==> src/rtl/bpu_ras_param_pkg.sv <==
// Shared types and defaults for the parametrised BPU return address stack.
// RAS_DEPTH / RAS_ADDR_W are the default stack depth and address width.
// ras_ckpt_t is the {ptr, cnt} checkpoint travelling with a predicted branch
// (sized for the default depth). Optional feature macro: BPU_RAS_RECUR_CNT_EN.
package bpu_ras_param_pkg;

    localparam int unsigned RAS_DEPTH  = 8;
    localparam int unsigned RAS_ADDR_W = 32;
    localparam int unsigned RAS_PTR_W  = $clog2(RAS_DEPTH);

    // Per-entry repeat counter used when recursion compression is enabled.
    localparam int unsigned RAS_RC_W = 3;
    typedef logic [RAS_RC_W-1:0] ras_rc_t;
    localparam ras_rc_t RAS_RC_MAX = '1;

    typedef struct packed {
        logic [RAS_PTR_W-1:0] ptr;
        logic [RAS_PTR_W:0]   cnt;
    } ras_ckpt_t;

endpackage

==> src/rtl/bpu_ras_param_if.sv <==
// Predictor <-> return address stack interface.
// master: predictor / verify side (push, pop, flush, restore requests).
// slave : the stack (top of stack and checkpoint outputs).
interface bpu_ras_param_if
    import bpu_ras_param_pkg::*;
#(
    parameter int unsigned DEPTH  = RAS_DEPTH,
    parameter int unsigned ADDR_W = RAS_ADDR_W
);
    localparam int unsigned PTR_W = $clog2(DEPTH);

    logic              flush;
    logic              push_valid;
    logic [ADDR_W-1:0] push_addr;
    logic              pop_valid;
    logic              top_valid;
    logic [ADDR_W-1:0] top_addr;
    logic [PTR_W-1:0]  ckpt_ptr;
    logic [PTR_W:0]    ckpt_cnt;
    logic              restore_valid;
    logic [PTR_W-1:0]  restore_ptr;
    logic [PTR_W:0]    restore_cnt;

    modport master (
        output flush, push_valid, push_addr, pop_valid,
               restore_valid, restore_ptr, restore_cnt,
        input  top_valid, top_addr, ckpt_ptr, ckpt_cnt
    );

    modport slave (
        input  flush, push_valid, push_addr, pop_valid,
               restore_valid, restore_ptr, restore_cnt,
        output top_valid, top_addr, ckpt_ptr, ckpt_cnt
    );

endinterface

==> src/rtl/bpu_ras_param.sv <==
// Parametrised circular return address stack for the branch predictor.
// Calls push their return address, returns pop a predicted target. Overflow
// overwrites the oldest entry. A {ptr, cnt} checkpoint is exported every cycle
// so verify can roll back speculative push/pop; flush empties the stack.
// Ports: clk, reset (sync, active-high), bus (bpu_ras_param_if.slave):
//   flush, push_valid/push_addr, pop_valid, restore_valid/ptr/cnt in;
//   top_valid, top_addr, ckpt_ptr, ckpt_cnt out (combinational from state).
// Optional macro BPU_RAS_RECUR_CNT_EN: per-entry 3-bit repeat counters that
// fold repeated pushes of the same return address into one entry.
module bpu_ras_param
    import bpu_ras_param_pkg::*;
#(
    parameter int unsigned DEPTH  = RAS_DEPTH,
    parameter int unsigned ADDR_W = RAS_ADDR_W
) (
    input logic              clk,
    input logic              reset,
    bpu_ras_param_if.slave   bus
);

    localparam int unsigned PTR_W = $clog2(DEPTH);
    localparam int unsigned CNT_W = PTR_W + 1;

    typedef logic [PTR_W-1:0] ptr_t;
    typedef logic [CNT_W-1:0] cnt_t;

    localparam cnt_t CNT_FULL = CNT_W'(DEPTH);
    localparam ptr_t PTR_RST  = PTR_W'(DEPTH - 1);

    logic [ADDR_W-1:0] mem [DEPTH];
    ptr_t              tos;
    ptr_t              tos_nxt;
    cnt_t              cnt;
    cnt_t              cnt_nxt;
    ptr_t              tos_inc;
    ptr_t              tos_dec;
    logic              mem_we;
    ptr_t              mem_idx;
    logic              push_merge;
    logic              pop_merge;

`ifdef BPU_RAS_RECUR_CNT_EN
    ras_rc_t           rc [DEPTH];
    logic              rc_we;
    ptr_t              rc_idx;
    ras_rc_t           rc_wdata;

    // A push of the address already on top folds into its repeat counter.
    assign push_merge = (cnt != '0) && (bus.push_addr == mem[tos])
                        && (rc[tos] != RAS_RC_MAX);
    assign pop_merge  = (rc[tos] != '0);
`else
    assign push_merge = 1'b0;
    assign pop_merge  = 1'b0;
`endif

    assign tos_inc = tos + PTR_W'(1);
    assign tos_dec = tos - PTR_W'(1);

    // Next-state: reset > flush > restore > push/pop.
    always_comb begin
        tos_nxt = tos;
        cnt_nxt = cnt;
        mem_we  = 1'b0;
        mem_idx = tos;
`ifdef BPU_RAS_RECUR_CNT_EN
        rc_we    = 1'b0;
        rc_idx   = tos;
        rc_wdata = '0;
`endif
        if (bus.flush) begin
            cnt_nxt = '0;
        end else if (bus.restore_valid) begin
            tos_nxt = bus.restore_ptr;
            cnt_nxt = bus.restore_cnt;
        end else if (bus.push_valid && bus.pop_valid && (cnt != '0)) begin
            // Call-through-return replaces the top entry in place.
            mem_we  = 1'b1;
            mem_idx = tos;
`ifdef BPU_RAS_RECUR_CNT_EN
            rc_we    = 1'b1;
            rc_idx   = tos;
            rc_wdata = '0;
`endif
        end else if (bus.push_valid) begin
            if (push_merge) begin
`ifdef BPU_RAS_RECUR_CNT_EN
                rc_we    = 1'b1;
                rc_idx   = tos;
                rc_wdata = rc[tos] + RAS_RC_W'(1);
`endif
            end else begin
                tos_nxt = tos_inc;
                cnt_nxt = (cnt == CNT_FULL) ? cnt : cnt + CNT_W'(1);
                mem_we  = 1'b1;
                mem_idx = tos_inc;
`ifdef BPU_RAS_RECUR_CNT_EN
                rc_we    = 1'b1;
                rc_idx   = tos_inc;
                rc_wdata = '0;
`endif
            end
        end else if (bus.pop_valid) begin
            if (pop_merge) begin
`ifdef BPU_RAS_RECUR_CNT_EN
                rc_we    = 1'b1;
                rc_idx   = tos;
                rc_wdata = rc[tos] - RAS_RC_W'(1);
`endif
            end else if (cnt != '0) begin
                tos_nxt = tos_dec;
                cnt_nxt = cnt - CNT_W'(1);
            end
        end
    end

    // Pointer and occupancy registers.
    always_ff @(posedge clk) begin
        if (reset) begin
            tos <= PTR_RST;
            cnt <= '0;
        end else begin
            tos <= tos_nxt;
            cnt <= cnt_nxt;
        end
    end

    // Entry storage is not reset; a request during reset is dropped.
    always_ff @(posedge clk) begin
        if (!reset && mem_we) begin
            mem[mem_idx] <= bus.push_addr;
        end
    end

`ifdef BPU_RAS_RECUR_CNT_EN
    // Repeat counters clear on reset only; flush/restore leave them alone.
    always_ff @(posedge clk) begin
        if (reset) begin
            for (int i = 0; i < int'(DEPTH); i++) begin
                rc[i] <= '0;
            end
        end else if (rc_we) begin
            rc[rc_idx] <= rc_wdata;
        end
    end
`endif

    assign bus.top_valid = (cnt != '0);
    assign bus.top_addr  = mem[tos];
    assign bus.ckpt_ptr  = tos;
    assign bus.ckpt_cnt  = cnt;

endmodule

==> src/flat_wrapper.sv <==
// flat-port wrapper written by rule: the top's interface ports become plain ports
module bpu_ras_param_flat import bpu_ras_param_pkg::*;
#(
    parameter int unsigned DEPTH  = RAS_DEPTH,
    parameter int unsigned ADDR_W = RAS_ADDR_W
)
  (clk, reset, bus_flush, bus_push_valid, bus_push_addr, bus_pop_valid, bus_restore_valid, bus_restore_ptr, bus_restore_cnt, bus_top_valid, bus_top_addr, bus_ckpt_ptr, bus_ckpt_cnt);
  bpu_ras_param_if #(.DEPTH(DEPTH), .ADDR_W(ADDR_W)) bus_i ();
  input logic clk;
  input logic reset;
  input wire logic [$bits(bus_i.flush)-1:0] bus_flush;
  input wire logic [$bits(bus_i.push_valid)-1:0] bus_push_valid;
  input wire logic [$bits(bus_i.push_addr)-1:0] bus_push_addr;
  input wire logic [$bits(bus_i.pop_valid)-1:0] bus_pop_valid;
  input wire logic [$bits(bus_i.restore_valid)-1:0] bus_restore_valid;
  input wire logic [$bits(bus_i.restore_ptr)-1:0] bus_restore_ptr;
  input wire logic [$bits(bus_i.restore_cnt)-1:0] bus_restore_cnt;
  output wire logic [$bits(bus_i.top_valid)-1:0] bus_top_valid;
  output wire logic [$bits(bus_i.top_addr)-1:0] bus_top_addr;
  output wire logic [$bits(bus_i.ckpt_ptr)-1:0] bus_ckpt_ptr;
  output wire logic [$bits(bus_i.ckpt_cnt)-1:0] bus_ckpt_cnt;
  assign bus_i.flush = bus_flush;
  assign bus_i.push_valid = bus_push_valid;
  assign bus_i.push_addr = bus_push_addr;
  assign bus_i.pop_valid = bus_pop_valid;
  assign bus_i.restore_valid = bus_restore_valid;
  assign bus_i.restore_ptr = bus_restore_ptr;
  assign bus_i.restore_cnt = bus_restore_cnt;
  assign bus_top_valid = bus_i.top_valid;
  assign bus_top_addr = bus_i.top_addr;
  assign bus_ckpt_ptr = bus_i.ckpt_ptr;
  assign bus_ckpt_cnt = bus_i.ckpt_cnt;
  bpu_ras_param #(.DEPTH(DEPTH), .ADDR_W(ADDR_W)) u_core (.clk(clk), .reset(reset), .bus(bus_i));
endmodule
==> config.mk <==
export PLATFORM = sky130hd
export DESIGN_NAME = bpu_ras_param_flat
export DESIGN_NICKNAME = d
export VERILOG_FILES = /design/src/rtl/bpu_ras_param_pkg.sv /design/src/rtl/bpu_ras_param_if.sv /design/src/rtl/bpu_ras_param.sv /design/src/flat_wrapper.sv
export SDC_FILE = /design/constraint.sdc
export NUM_CORES = 1
export LEC_CHECK = 0
export CAP_MARGIN = 10
export CORE_ASPECT_RATIO = 0.6
export CORE_MARGIN = 2
export CORE_UTILIZATION = 55
export DETAILED_ROUTE_END_ITERATION = 10
export GPL_ROUTABILITY_DRIVEN = 0
export GPL_TIMING_DRIVEN = 0
export PLACE_DENSITY = 0.76
export SETUP_SLACK_MARGIN = 0.05
export SLEW_MARGIN = 40
export SYNTH_ARGS = -nofsm -noshare
export SYNTH_HDL_FRONTEND = slang
export SYNTH_SLANG_ARGS = --single-unit
export TNS_END_PERCENT = 10
==> constraint.sdc <==
create_clock -name clk -period 5.4 [get_ports clk]
set_clock_uncertainty 0.15 [all_clocks]
set_input_delay 0.54 -clock clk [delete_from_list [all_inputs] [get_ports clk]]
set_output_delay 0.54 -clock clk [all_outputs]
set_load 0.005 [all_outputs]
# Word-level counts from Yosys, hierarchy flattened
# Memories as Yosys holds them, arrays and structs flattened. A register that Yosys moved wholly into a read port is not among the register bits.
# Index checks and enable logic that the tools add are counted.
# totals
ff_bits,7
latchBits,0
ramBits,256
romBits,0
input_bits,45
output_inout_bits,40
wordCells,44
n_memories,1
# mem_list
memory,words,width,read_ports,rd_clocked_by_memory_dff,write_ports,line,text
u_core.mem,8,32,1,1,1,bpu_ras_param.sv:30,logic [ADDR_W-1:0] mem [DEPTH];
# classes
add_sub_neg,4
mul,0
n_div,0
magnitude_cmp,0
eq_ne,3
shift,0
n_mux,23
n_bitwise,1
n_reduce_logical,10
# op_table
operator,n
$mux 3,11
$mux 4,6
$reduce_and 4->1,2
$mux 1,6
$reduce_bool 3->1,2
$add 4x1->4 const B,1
$eq 4x4->1 const B,1
$reduce_bool 4->1,1
$sub 4x1->4 const B,1
$add 3x1->3 const B,1
$logic_and 1x1->1,3
$ne 3x3->1 const B,1
$sub 3x1->3 const B,1
$ne 2x2->1 const B,1
$reduce_or 2->1,1
$logic_not 1->1,1
$not 1->1,1

# Logic depth before layout (Yosys ltp)
# Gate-level depths: netlist of the first run.
# logic_depth
ltp_word,8
ltp_mapped,8
depth_no_buf,7

# Worst setup path after synthesis of the first run
# No wires, ideal clock.
# synth_path
kind,input to register
startpoint,in bus_push_valid
endpoint,mem u_core.mem[4][0] (netlist name) (enable)
setup_time_ns,0.461
arrival_time_ns,3.662
t_required_ns,4.789
setup_slack_ns,1.127
path_stages,6
n_path_buf,1
path_cell_list,clkbuf_1 -> inv_1 -> ha_1 -> nand2_1 -> o21ai_1 -> nor3_1
# synth_between
elab_chain_len,8
word_cells_on_any_way,13
cone_classes,10 x mux; 3 x reduce/logical
# synth_lines
element,line,text
from (decl),flat_wrapper.sv:12,input wire logic [$bits(bus_i.push_valid)-1:0] bus_push_valid;
$logic_and 1x1->1 (2 in series),bpu_ras_param.sv:76,end else if (bus.push_valid && bus.pop_valid && (cnt != '0)) begin
$mux 1,bpu_ras_param.sv:76,
$mux 1,bpu_ras_param.sv:73,end else if (bus.restore_valid) begin
$mux 1,bpu_ras_param.sv:71,if (bus.flush) begin
$logic_and 1x1->1,bpu_ras_param.sv:130,if (!reset && mem_we) begin
$mux 1,bpu_ras_param.sv:130,
$mux 1 (not written as such),bpu_ras_param.sv:131,mem[mem_idx] <= bus.push_addr;
to (decl),bpu_ras_param.sv:30,
# Parallel ways exist; a longest one is shown, timed or not.

==> summary.md, run 1 <==
| Metric | Value |
|---|---|
| Setup violations, final | `0` |
| Crit path DAT | `a little over 3 ns` |
| Max Root-Sink Buffers | `3` |
| Starting Density | `between 50 and 60%` |
| Status | `finished, final reports clean` |
| Net Sw Frac | `21.2%` |
| Internal | `3.36 mW` |
| Mux share of post-synthesis cell area | `roughly 18%` |
| Post-Place Worst Slack | `about 1.5 ns` |
| Worst r2r path cells | `10` |
| Clock slew at reported path FFs | `~0.060 ns` |
| WL per Instance | `22.9 µm` |
| XOR/XNOR Fraction of Synth Area | `0.506%` |
| Site Rows | `38` |
| CTS buffer count | `24` |
| Final net count | `~670` |
| Crit path max-delay cell type | `clkbuf_1` |
| Bufs and invs on worst path | `3` |
| CP Capture Type | `primary output` |
| Final total power | `between 4 and 5 mW` |
| Fraction of layout cells with a size suffix above 1 | `a little under a third` |
| Cell taking the most area after synthesis | `edfxtp_1` |
| Count leader, synth | `edfxtp_1` |
| Post-synth top flop | `edfxtp_1` |
| WHS | `around 0.51 ns` |
| DR vias/cell | `approximately 6` |
| # IOs | `between 80 and 90` |
| PostCTS Resize Cnt | `0` |
| Simple-Gate Fraction of Synth Area | `just under 2%` |
| Final instance area | `~0.013 mm²` |
| Largest family of logic cells by synthesized area | `multiplexers` |
| Gr ovfl total | `0` |
| Worst setup SP type | `flop` |
| Net Count, Synth | `between 500 and 600` |
| VDD IR max | `~220 µV` |
| Hold path depth | `3` |
| CP Max Fanout | `10` |
| Port bufs | `84` |
| Final setup margin | `around 1.7 ns` |
| First-pass GRT wire length | `approximately 31000 µm` |
| Share of the synthesized area in the top cell type | `between 70% and 80%` |
| Die W | `around 180 µm` |
| Ys Warns | `0` |
| Antenna Nets Post-Route | `0` |
| Routed Wire Length | `roughly 20000 µm` |
| Cell variety after synth | `41` |
| Final hold violations | `0` |
| Part of the power in the clock network | `36.8%` |
| CP most frequent cell | `clkbuf_1` |
| Post-synth EDFFs | `approximately 260` |
| Sequential power share | `between 50% and 60%` |
| Syn_area_per_cell | `~22 µm²` |
| Post-Synth Adder-Cell Area | `0.916%` |
| WP depth | `5` |
| Crit-path cells | `clkbuf_1 -> clkbuf_1 -> mux4_2 -> mux2_2 -> clkdlybuf4s50_1` |
| Initial antenna violation count | `0` |
| Final core utilization | `about 69%` |
| Minimum clock period | `between 3 and 4 ns` |
| Vias in the first global route | `around 5400` |
| Async SR Flop Fraction | `0%` |
| Worst-Skew Late Latency | `a little over 0.5 ns` |
| Area delta synth->final | `21.2%` |
| Switching pwr | `0.907 mW` |
| CTS sink cnt | `266` |
| Top post-synthesis cells by count | `256 x edfxtp_1, 64 x mux4_2, 32 x mux2_2` |
| Least-Margin Pin Slew | `about 0.74 ns` |
| Placeable Area | `approximately 0.018 mm²` |
| Fill count | `approximately 1200` |
| DRC viols | `0` |
| Fmax | `267 MHz` |
| Share of power burned in combinational logic | `under 10%` |
| Crit path required time | `roughly 4.7 ns` |
| Slew HR | `between 50% and 60%` |
| Complex-gate fraction of the synthesized area | `2.17%` |
| Die area | `approximately 0.02 mm²` |
| Number of setup buffers added after CTS | `0` |
| Total number of vias | `approximately 5200` |
| H-tree Lvls | `1` |
| Max-cap viol count | `0` |
| Register area share after synthesis | `about 76%` |
| CTS tree | `built` |
| Root buffer cell | `clkbuf_16` |
| Inserted Diodes | `0` |
| CP peak stage delay | `0.62 ns` |
| DP HPWL | `approximately 14000 µm` |
| Post-place instance area | `between 0.01 and 0.015 mm²` |
| Synthesized flop and latch total | `approximately 270` |
| Largest net degree at the start of global routing | `17` |
| Final Cycle Share | `approximately 70%` |
| Top Family by Delay on Critical Path | `buffers and inverters` |
| PwrDens | `between 300 and 400 mW/mm²` |
| Syn Inst Count | `around 470` |
| Synth area leaders | `edfxtp_1 74%, mux4_2 14%, mux2_2 3.5%` |
| RSZ-0062 raised after global routing | `no` |
| DRT Pass-1 Iters | `4` |
| Hold Path Class | `input pin to flop` |
| P_leak | `between 4 and 5 nW` |
| Crit path kind | `flop to primary output` |
| Total track usage | `between 20% and 30%` |
| Hold buffers post-CTS | `0` |
| DR iter-0 viols | `430` |
| Mapped Area | `just over 0.01 mm²` |
| Max Slew Vio Count | `0` |
| Die H | `110 µm` |
## layout make-up
cell class / count / area [µm²] / share of cell area [%]
Inverter: 4 / 15.0 / 0.119
Clock buffer: 30 / 654 / 5.20
Sequential cell: 266 / 7890 / 62.6
Buffer: 21 / 87.6 / 0.696
Clock inverter: 14 / 71.3 / 0.566
Timing Repair Buffer: 124 / 1130 / 9.01
Multi-Input combinational cell: 181 / 2440 / 19.4
Tap cell: 240 / 300 / 2.38
## cells by family (layout without fill, tap and decap cells)
family,Yosys count,in the layout
AOI/OAI and AO/OA,30,30
xor gates and xnor gates,6,6
adders and majority gates,7,7
buffers and inverters,25,193
DFF,266,266
muxes,98,98
and+or+nand+nor,40,40
## stage by stage
stage	std cells	TNS [ns]
2_1_floorplan	472	0
3_3_place_gp	796	-290.64
3_5_place_dp	836	0
4_1_cts	880	0
5_1_grt	880	0
6_report	880	0
## routing by layer
metal  vias up  share of wire, %  global-route usage (%)  routed length [µm]
li1       2292                 -                       -                   -
met5         -                 0                       0                   0
met1      2745                44                    29.8                8830
met2       172                49                    34.1                9930
met4         0               1.6                    3.90                 314
met3        29               5.3                    3.27                1070
## placed cells by master (no fill, tap or decap), types with 6 or more instances in the layout
cell,instances
o21ai_0,7
dfxtp_1,10
clkbuf_1,17
buf_2,26
ha_1,6
edfxtp_1,256
nor2_1,8
clkdlybuf4s50_1,84
clkinv_2,8
a21oi_1,7
mux2_2,32
buf_4,14
mux4_2,64
clkbuf_16,25
nor3_2,6
nand3_1,6
## final timing paths
| kind | slack, ns | endpoint | from |
|---|---|---|---|
| setup / recovery | 1.66 | bus_top_addr[8] | flop |
| hold / removal | 0.51 | u_core.bus.ckpt_cnt[3]$_SDFFE_PP0P_ | bus_restore_cnt[3] |
| setup reg to reg | 2.07 | u_core.mem[4][22]$_DFFE_PP_ | u_core.bus.ckpt_cnt[0]$_SDFFE_PP0P_ |
| hold reg to reg | 0.51 | flop | u_core.bus.ckpt_ptr[0]$_SDFFE_PP1P_ |
## power by group through the flow
stage,clock network (mW),logic (mW),registers [mW]
finish,1.57,0.413,2.29
global route,1.68,0.445,2.29
CTS,1.60,0.417,2.28
detailed placement,0,0.415,2.33
global placement,0,0.396,2.33
floorplan,0,0.218,2.33
## flip-flops by register name, summed over array words and instances (netlist names), named ones only
signal,count
u_core.bus.ckpt_ptr,3
u_core.bus.ckpt_cnt,4
u_core.mem,256
## worst register-to-register path, cell delays in order (launching register included)
cell and delay, ns:
dfxtp_1 0.43, o41ai_2 0.63, and3_1 0.32, nor2b_1 0.23, a21oi_1 0.16, nor3_2 0.12
buf_4 0.20, buf_6 0.16, buf_2 0.21, buf_2 0.21, buf_4 0.20
Note: power is estimated with default switching activity, not from simulation.
==> run 2, diff against run 1 <==
==> constraint.sdc (replaced) <==
create_clock -name clk -period 3.9 [get_ports clk]
set_clock_uncertainty 0.15 [all_clocks]
set_input_delay 0.39 -clock clk [delete_from_list [all_inputs] [get_ports clk]]
set_output_delay 0.39 -clock clk [all_outputs]
set_load 0.005 [all_outputs]
==> results of run 2 <==
Same layout as run 1 (identical final DEF). Status: finished, final reports clean.
Among the figures that moved: setup slack after placement 1.47 ns -> 0.124 ns; setup slack after layout 1.66 ns -> 0.308 ns; hold slack 0.509 ns -> 0.359 ns; register-to-register setup slack 2.07 ns -> 0.57 ns; total power 4.27 mW -> 5.91 mW; worst IR drop on VDD 223 µV -> 308 µV
==> run 3, diff against run 2 <==
==> constraint.sdc (replaced) <==
create_clock -name clk -period 3.9 [get_ports clk]
set_clock_uncertainty 0.15 [all_clocks]
set_input_delay 0.585 -clock clk [delete_from_list [all_inputs] [get_ports clk]]
set_output_delay 0.585 -clock clk [all_outputs]
set_load 0.005 [all_outputs]
==> run 3 against run 2 <==
  * Non-clock buffer count stayed put
  * Via count is 0.11% lower
  * Utilization hardly changed
  * Global-route usage stayed put
  * First-iteration DRC count is 0.70% higher
  * Largest cell class unchanged
==> summary.md, run 3 (synthesized netlist as in run 1, its figures left out) <==
| Metric | Value |
|---|---|
| Routed Wire Length | `20100 µm (about the same)` |
| Total track usage | `20.6% (unchanged)` |
| VDD IR max | `roughly 310 µV` |
| Port bufs | `84 (unchanged)` |
| Crit path kind | `flop to primary output` |
| Number of setup buffers added after CTS | `0 (unchanged)` |
| Setup violations, final | `0 (unchanged)` |
| # IOs | `85 (unchanged)` |
| R2R Setup Slk | `around 0.56 ns` |
| Initial antenna violation count | `0 (unchanged)` |
| Die area | `0.0200 mm² (unchanged)` |
| Vias in the first global route | `5437 (unchanged)` |
| Antenna Nets Post-Route | `0 (unchanged)` |
| Clock slew at reported path FFs | `0.07 ns (about the same)` |
| Register area | `0.00789 mm² (unchanged)` |
| Placeable Area | `0.0183 mm² (unchanged)` |
| DR iter-0 viols | `433 (+0.70%)` |
| Minimum clock period | `roughly 3.8 ns` |
| Post-Place Worst Slack | `-0.0709 ns` |
| Gr ovfl total | `0 (unchanged)` |
| Crit path DAT | `3.03 ns (-0.02 ns)` |
| Max Slew Vio Count | `0 (unchanged)` |
| Final net count | `674 (unchanged)` |
| CTS buffer count | `24 (unchanged)` |
| Worst setup SP type | `flop` |
| Max-cap viol count | `0 (unchanged)` |
| Slew HR | `50.4% (about the same)` |
| Hold Path Class | `flop to flop` |
| H-tree Lvls | `1 (unchanged)` |
| Fmax | `about 270 MHz` |
| DRC viols | `0 (unchanged)` |
| Die H | `110 µm (unchanged)` |
| Post-place instance area | `0.0119 mm² (unchanged)` |
| WL per Instance | `22.9 µm (about the same)` |
| Root buffer cell | `clkbuf_16` |
| Die W | `181 µm (unchanged)` |
| Final hold violations | `0 (unchanged)` |
| Post-route setup TNS | `0 ns (unchanged)` |
| Final core utilization | `68.8% (about the same)` |
| Least-Margin Pin Slew | `0.744 ns (-0.000306 ns)` |
| Register name with the most flops | `u_core.mem` |
| Area delta synth->final | `21.3% (about the same)` |
| CTS tree | `built` |
| Final instance area | `0.0126 mm² (about the same)` |
| Hold buffers post-CTS | `0 (unchanged)` |
| Inserted Diodes | `0 (unchanged)` |
| Worst-Skew Late Latency | `0.51 ns (about the same)` |
| Total number of vias | `5232 (-0.11%)` |
| First-pass GRT wire length | `31100 µm (unchanged)` |
| Final total power | `between 5 and 6 mW` |
| Fraction of layout cells with a size suffix above 1 | `30.5% (+0.47 points)` |
| Largest net degree at the start of global routing | `17 (unchanged)` |
| Fill count | `1154 (-0.17%)` |
| CP Capture Type | `primary output` |
| Max Root-Sink Buffers | `3 (unchanged)` |
| Status | `finished, final reports clean` |
| CTS sink cnt | `266 (unchanged)` |
| Most common cell after layout, fill and taps aside | `edfxtp_1` |
| Area of the multi-input gates | `0.00244 mm² (unchanged)` |
| Final setup margin | `between 0.1 and 0.15 ns` |
| CP Max Fanout | `10 (unchanged)` |
| DRT Pass-1 Iters | `4 (unchanged)` |
| RSZ-0062 raised after global routing | `yes` |
| PwrDens | `470 mW/mm²` |
| Starting Density | `56.7% (unchanged)` |
| Crit path required time | `roughly 3.2 ns` |
| Final Cycle Share | `slightly below 100%` |
| Commonest non-fill, non-tap cells in the layout | `256 x edfxtp_1, 84 x clkdlybuf4s50_1, 64 x mux4_2, 32 x mux2_2, 26 x buf_2` |
| DR vias/cell | `5.95 (-0.11%)` |
| Max reg flops | `256 (unchanged)` |
| P_leak | `4.19 nW (+0.19%)` |
| DP HPWL | `13800 µm (unchanged)` |
| Site Rows | `38 (unchanged)` |
[run 3: cell types whose count changed in the layout (fill, tap and decap cells not counted)]
cell and delta:
clkbuf_1 -3, clkbuf_2 +3
[run 3: cell type report]
type / instances / share of cell area (%)
Clock buffer: 30 / 5.20
Inverter: 4 / 0.119
Sequential cell: 266 / 62.6
Clock inverter: 14 / 0.566
Buffer: 21 / 0.725
Multi-Input combinational cell: 181 / 19.4
Tap cell: 240 / 2.38
Timing Repair Buffer: 124 / 9.01
[run 3: final timing paths]
kind / cells past startpoint / to / from
min: 1 / flop / u_core.bus.ckpt_ptr[0]$_SDFFE_PP1P_
min reg2reg: 1 / flop / u_core.bus.ckpt_ptr[0]$_SDFFE_PP1P_
max: 5 / bus_top_addr[0] / flop
max reg2reg: 10 / u_core.mem[4][22]$_DFFE_PP_ / u_core.bus.ckpt_cnt[0]$_SDFFE_PP0P_
[run 3: where the power goes]
part           leakage [nW]  switching [mW]  internal, mW  total (mW)
Combinational          1.45           0.257         0.316       0.572
Clock                 0.362           0.988          1.19        2.18
Sequential             2.38          0.0145          3.15        3.16
Total                  4.19            1.26          4.66        5.92
[run 3: layer usage]
metal	vias up	global-route usage, %	wire, µm
li1	2293	-	-
met1	2736	29.8	8760
met2	174	34.1	9950
met3	29	3.27	1110
met4	0	3.90	311
met5	-	0	0
[run 3: what timing repair did]
| action | in CTS | in global routing |
|---|---|---|
| setup endpoints to repair | 0 | 24 |
| gates resized for setup | 0 | 6 |
| endpoints found under the hold margin | 0 | 0 |
[run 3: worst max-delay path: stages (launching register included)]
cell	delay (ns)
dfxtp_1	0.31
clkbuf_1	0.44
clkbuf_1	0.61
mux4_2	0.41
mux2_2	0.30
clkdlybuf4s50_1	0.45
[run 3: metrics by stage]
step,hold slack [ns],cells
3_3_place_gp,0.466,796
5_1_grt,0.530,880
2_1_floorplan,0.396,472
6_report,0.512,880
4_1_cts,0.502,880
3_5_place_dp,0.488,836
